`src/rtl/life_engine.sv`:
```
// Registered Game-of-Life engine: cell array, per-cell rules, step/run control.
// Define LIFE_TORUS_EN to wrap the grid edges instead of using a dead border.
module life_engine #(
    parameter int ROWS           = 8,
    parameter int COLS           = 8,
    parameter int PERIOD         = 4,
    parameter int GEN_W          = 16,
    parameter int STOP_ON_STABLE = 1
) (
    input  logic                 clk,
    input  logic                 rst_n,
    input  logic                 load,
    input  logic [ROWS*COLS-1:0] seed,
    input  logic                 start,
    input  logic                 stop,
    input  logic                 step,
    output logic [ROWS*COLS-1:0] grid,
    output logic [GEN_W-1:0]     gen_count,
    output logic                 running,
    output logic                 gen_done,
    output logic                 stable,
    output logic                 extinct
);

    localparam int N  = ROWS * COLS;
    localparam int TW = (PERIOD > 1) ? $clog2(PERIOD) : 1;

    typedef enum logic [1:0] {
        IDLE,
        RUN,
        HALT
    } state_t;

    state_t         state_q;
    state_t         state_d;
    logic [TW-1:0]  timer_q;
    logic [TW-1:0]  timer_d;
    logic [N-1:0]   grid_q;
    logic [N-1:0]   nxt;
    logic [GEN_W-1:0] gen_q;
    logic           done_q;
    logic           stable_q;
    logic           evolve;
    logic           timer_last;
    logic           no_change;

    // Neighbour indices are resolved at elaboration; each cell gets its own adder.
    for (genvar r = 0; r < ROWS; r++) begin : g_row
        for (genvar c = 0; c < COLS; c++) begin : g_col
            logic [7:0] nb;
            logic [3:0] sum;

            for (genvar k = 0; k < 8; k++) begin : g_nb
                localparam int KK = (k < 4) ? k : k + 1;
                localparam int NR = r + KK / 3 - 1;
                localparam int NC = c + KK % 3 - 1;
`ifdef LIFE_TORUS_EN
                localparam int WR = (NR + ROWS) % ROWS;
                localparam int WC = (NC + COLS) % COLS;
                assign nb[k] = grid_q[WR*COLS+WC];
`else
                if (NR >= 0 && NR < ROWS && NC >= 0 && NC < COLS) begin : g_in
                    assign nb[k] = grid_q[NR*COLS+NC];
                end else begin : g_out
                    assign nb[k] = 1'b0;
                end
`endif
            end

            always_comb begin
                sum = 4'd0;
                for (int k = 0; k < 8; k++) begin
                    sum = sum + {3'b000, nb[k]};
                end
            end

            assign nxt[r*COLS+c] = (sum == 4'd3) |
                                   ((sum == 4'd2) & grid_q[r*COLS+c]);
        end
    end

    assign timer_last = (timer_q == TW'(PERIOD - 1));
    assign no_change  = (nxt == grid_q);

    always_comb begin
        state_d = state_q;
        timer_d = timer_q;
        evolve  = 1'b0;
        if (load) begin
            state_d = IDLE;
            timer_d = '0;
        end else begin
            unique case (state_q)
                IDLE, HALT: begin
                    if (stop) begin
                        state_d = IDLE;
                    end else if (start) begin
                        state_d = RUN;
                        timer_d = '0;
                    end else if (step) begin
                        evolve = 1'b1;
                    end
                end
                RUN: begin
                    if (stop) begin
                        state_d = IDLE;
                        timer_d = '0;
                    end else if (timer_last) begin
                        evolve  = 1'b1;
                        timer_d = '0;
                        if (STOP_ON_STABLE != 0 && no_change) begin
                            state_d = HALT;
                        end
                    end else begin
                        timer_d = timer_q + 1'b1;
                    end
                end
                default: begin
                    state_d = IDLE;
                    timer_d = '0;
                end
            endcase
        end
    end

    always_ff @(posedge clk or negedge rst_n) begin
        if (!rst_n) begin
            state_q <= IDLE;
            timer_q <= '0;
        end else begin
            state_q <= state_d;
            timer_q <= timer_d;
        end
    end

    always_ff @(posedge clk or negedge rst_n) begin
        if (!rst_n) begin
            grid_q   <= '0;
            gen_q    <= '0;
            done_q   <= 1'b0;
            stable_q <= 1'b0;
        end else begin
            done_q <= evolve;
            if (load) begin
                grid_q   <= seed;
                gen_q    <= '0;
                stable_q <= 1'b0;
            end else if (evolve) begin
                grid_q   <= nxt;
                stable_q <= no_change;
                if (gen_q != '1) begin
                    gen_q <= gen_q + 1'b1;
                end
            end
        end
    end

    assign grid      = grid_q;
    assign gen_count = gen_q;
    assign running   = (state_q == RUN);
    assign gen_done  = done_q;
    assign stable    = stable_q;
    assign extinct   = ~|grid_q;

endmodule

```
`config.mk`:
```
export PLATFORM = sky130hd
export DESIGN_NAME = life_engine
export DESIGN_NICKNAME = d
export VERILOG_FILES = /design/src/rtl/life_engine.sv
export SDC_FILE = /design/constraint.sdc
export NUM_CORES = 1
export LEC_CHECK = 0
export BUFFER_PORTS_ARGS = -buffer_cell sky130_fd_sc_hd__buf_4
export CAP_MARGIN = 15
export CORE_UTILIZATION = 52
export DETAILED_ROUTE_END_ITERATION = 8
export PLACE_DENSITY = 0.77
export SYNTH_ARGS = -nofsm -noshare
export SYNTH_HDL_FRONTEND = slang
export SYNTH_SLANG_ARGS = --single-unit
```
`constraint.sdc`:
```
create_clock -name clk -period 4.2 [get_ports clk]
set_input_delay 0.63 -clock clk [delete_from_list [all_inputs] [get_ports clk]]
set_output_delay 0.63 -clock clk [all_outputs]
set_load 0.005 [all_outputs]
```
==> metrics list <==
- Detail-routed via count per cell: 6.12
- The cell area that synthesis handed to floorplanning was 14300 sq um.
- Via count: 14405
* Total length of routed wires: 60300 um
* Antenna Violating Nets Remaining: 0
- In the final layout, the share of cells above drive strength 1 is 26.8%.
- Cell with the largest stage delay on the worst path: sky130_fd_sc_hd__fa_1
* Sum of buffers and inverters on the critical path: 4
* Post-route minimum period: 4.70 ns
- After floorplanning, the core was divided into 60 placement rows.
- The clock passes through at most 2 buffers.
- The worst pin sits at a relative slew slack of 28.0%.
- Among cell families on the critical path, the largest total delay comes from adder cells.
- Area post-placement: 18100 sq um
* WL/cell: 25.6 um
- CP required: 4.47 ns
- Clock transition at path regs: 0.09 ns
- Power density over the cells: 816 nW/um^2
* Total clock buffers created by CTS: 9
- The tree is rooted in a sky130_fd_sc_hd__clkbuf_16.
- The die covers 28200 sq um.
- Across every metal layer, demand over resource in global routing totals 43.5%.
- Setup violations remaining at the end of the flow were counted as 3.
* Max-slew violation count: 0
- Once routing completed, OpenROAD measured the worst setup slack at -0.497 ns.
- Dividing the synthesized area by the synthesized cell count gives 9.12 sq um.
* FF-to-FF Start: grid[26]$_DFFE_PN0P_
- The via count of the first global-routing pass came to 14579.
* Starting Density: 53.1%
- R2R depth: 16
* CP Class: reg -> reg
- Most used cell, CP: sky130_fd_sc_hd__fa_1
* Commonest non-fill, non-tap cell in the layout: sky130_fd_sc_hd__buf_4
- The checks that failed: setup timing.
* Maximum number of pins on one net before global-route repair: 98
- VDD sags by at most 0.511 mV.
* Synthesis-stage register bit count: 86
* Floorplan Core Area: 27000 sq um
- Counting every net in the synthesized netlist gives 2000.
- Hold Slack: 0.360 ns
- Number of H-tree levels: 3
- The final layout contains 2438 nets.
* Post-route design area: 18600 sq um
* Period utilization: 112%
- Post-synth EDFFs: 0
* I/O pin total: 154
- Hold Path Class: in -> async
- Max-cap violations in this run came to 0.
- Along the worst path, the maximum fanout reaches 4.
- Maximum clock skew at final layout: 0.00983 ns
- Summed over all cells, the static leakage comes to 0.00953 uW.
- Critical path startpoint category: register
- The initial antenna violation count came to 4.
* Number of library cell types mapped by synthesis: 71
* Max Clock Freq: 0.213 GHz
- Counting every instance in the synthesized netlist gives 1570.
* Highest cell delay on the worst timing path: 0.51 ns
- The congestion estimate from routability-driven global placement came to 1.06.
- Cell-by-cell listing of the critical path: inv_2, buf_4, fa_1, fa_1, fa_1, inv_1, ha_1, fa_1, a32oi_2, buf_4, nand3_1, nor3_1, nand3_1, nor4_2, a41oi_1, o21a_1
- RSZ-0062 raised after global routing: yes
- Yosys warning count: 0
- For this run, design rule violations remaining after detail routing come to 0.
- TritonCTS built the clock tree.
* Global-route wire length before repair: 88900 um
- Counting flops with an async set or reset pin after synthesis yields a share of 100%.
- Worst-margin pin slew: 1.07 ns
* Area added between synthesis and finish: 30.2%
- The endpoint identified for the worst register-to-register timing path is state_q[0]$_DFFE_PN0P_.
- Port buffer count: 153
* Run status: finished with violations
- Buffers inserted to repair hold after CTS numbered 0.
- Router iterations before antenna repair: 6
- At the later pin of the worst-skew pair, clock insertion delay measures 0.38 ns.
- Height of the chip: 168 um
- Endpoint kind of the worst setup timing path: register
* Non-filler instance count after layout: 2355
* Total congestion overflow: 0
* Arrival time of data at the critical path endpoint: 4.97 ns
- Reg-to-reg slack, setup: -0.50 ns
- For this run, the register share of the synthesized area comes to 15.0%.
- Horizontal die dimension: 168 um
- The wire-length estimate of the detail-placed layout is 50100 um.
- TritonCTS Sinks: 86
- For this block, the initial DRC count from the detailed router was 1430.
* Number of placed cells counting well taps: 2332
- Final Hold Violating Endpoints: 0
- Most frequent cells in the layout: sky130_fd_sc_hd__buf_4 (453), sky130_fd_sc_hd__inv_1 (255), sky130_fd_sc_hd__fa_1 (196)
- For this run, the leading register cell type out of synthesis is sky130_fd_sc_hd__dfrtp_1.
-- metal layers --
layer,global-route usage (%),part of all wire [%],up-vias
met2,69.9,45,773
li1,-,-,6325
met1,57.4,40,7128
met5,0,0,-
met3,8.42,9.4,179
met4,18.6,4.8,0
-- logic make-up after synthesis --
kind of cell,after synthesis,synth area share (%)
buffers and inverters,306,8.10
DFF,86,15.0
and+or+nand+nor,459,17.8
AOI/OAI and AO/OA,338,15.9
xor gates and xnor gates,14,0.857
adders and majority gates,360,41.8
muxes,7,0.507
-- power breakdown --
part,switching (uW),internal [uW]
Sequential,72.6,931
Combinational,7360,5930
Clock,498,427
-- stage by stage --
stage	utilization [%]	worst slack [ns]	setup TNS (ns)	total power, uW
floorplan	-	-0.284	-0.656	7970
global placement	67.3	-0.517	-1.34	13200
detailed placement	67.3	-0.605	-1.55	13600
CTS	68.7	-0.448	-1.20	14800
global route	69.1	-0.594	-1.66	16300
finish	69.1	-0.497	-1.37	15200
-- cell usage after synthesis (13+ instances only) --
| cell type | count | area share [%] |
|---|---|---|
| sky130_fd_sc_hd__a211oi_1 | 49 | 2.6 |
| sky130_fd_sc_hd__a21o_1 | 37 | 1.9 |
| sky130_fd_sc_hd__a21oi_1 | 108 | 3.8 |
| sky130_fd_sc_hd__clkbuf_1 | 26 | 0.68 |
| sky130_fd_sc_hd__dfrtp_1 | 86 | 15 |
| sky130_fd_sc_hd__fa_1 | 196 | 27 |
| sky130_fd_sc_hd__ha_1 | 164 | 14 |
| sky130_fd_sc_hd__inv_1 | 274 | 7.2 |
| sky130_fd_sc_hd__nand2_1 | 116 | 3.0 |
| sky130_fd_sc_hd__nand2b_1 | 31 | 1.4 |
| sky130_fd_sc_hd__nand3_1 | 30 | 1.0 |
| sky130_fd_sc_hd__nand3b_1 | 18 | 0.94 |
| sky130_fd_sc_hd__nand4_1 | 43 | 1.9 |
| sky130_fd_sc_hd__nor2_1 | 75 | 2.0 |
| sky130_fd_sc_hd__nor2b_1 | 24 | 1.0 |
| sky130_fd_sc_hd__nor3_1 | 13 | 0.45 |
| sky130_fd_sc_hd__nor4_1 | 13 | 0.57 |
| sky130_fd_sc_hd__nor4bb_1 | 14 | 0.98 |
| sky130_fd_sc_hd__o21ai_0 | 32 | 1.1 |
| sky130_fd_sc_hd__o31ai_1 | 29 | 1.5 |
-- worst max-delay path by stage --
stage                               startpoint                endpoint  depth (start not counted)
after floorplan           grid[17]$_DFFE_PN0P_  state_q[0]$_DFFE_PN0P_                         15
after global placement    grid[37]$_DFFE_PN0P_  state_q[0]$_DFFE_PN0P_                         17
after detailed placement  grid[21]$_DFFE_PN0P_  state_q[1]$_DFFE_PN0P_                         15
after CTS                 grid[21]$_DFFE_PN0P_  state_q[0]$_DFFE_PN0P_                         15
after global routing       grid[9]$_DFFE_PN0P_  state_q[0]$_DFFE_PN0P_                         17
final                     grid[26]$_DFFE_PN0P_  state_q[0]$_DFFE_PN0P_                         16
-- sequential cells by signal, summed over array words and instances (netlist names) --
name and count:
stable 1, timer_q 2, state_q 2, gen_done 1, gen_count 16, grid 64
-- repair_timing --
item,CTS,global route
resized for setup,23,15
pin swaps,6,18
endpoints found under the setup margin,3,3
hold endpoints to repair,0,0
buffers inserted,1,5
-- area by class of cell --
type	instances	area, sq um
clock inverters	7	81.3
well taps	341	427
diodes	1	2.50
clock buffers	9	225
multi-input cells	1178	11200
flip-flops and latches	86	2160
repair buffers	459	3500
fillers	2170	8320
inverters	274	1050
(Power assumes the default switching activity.)
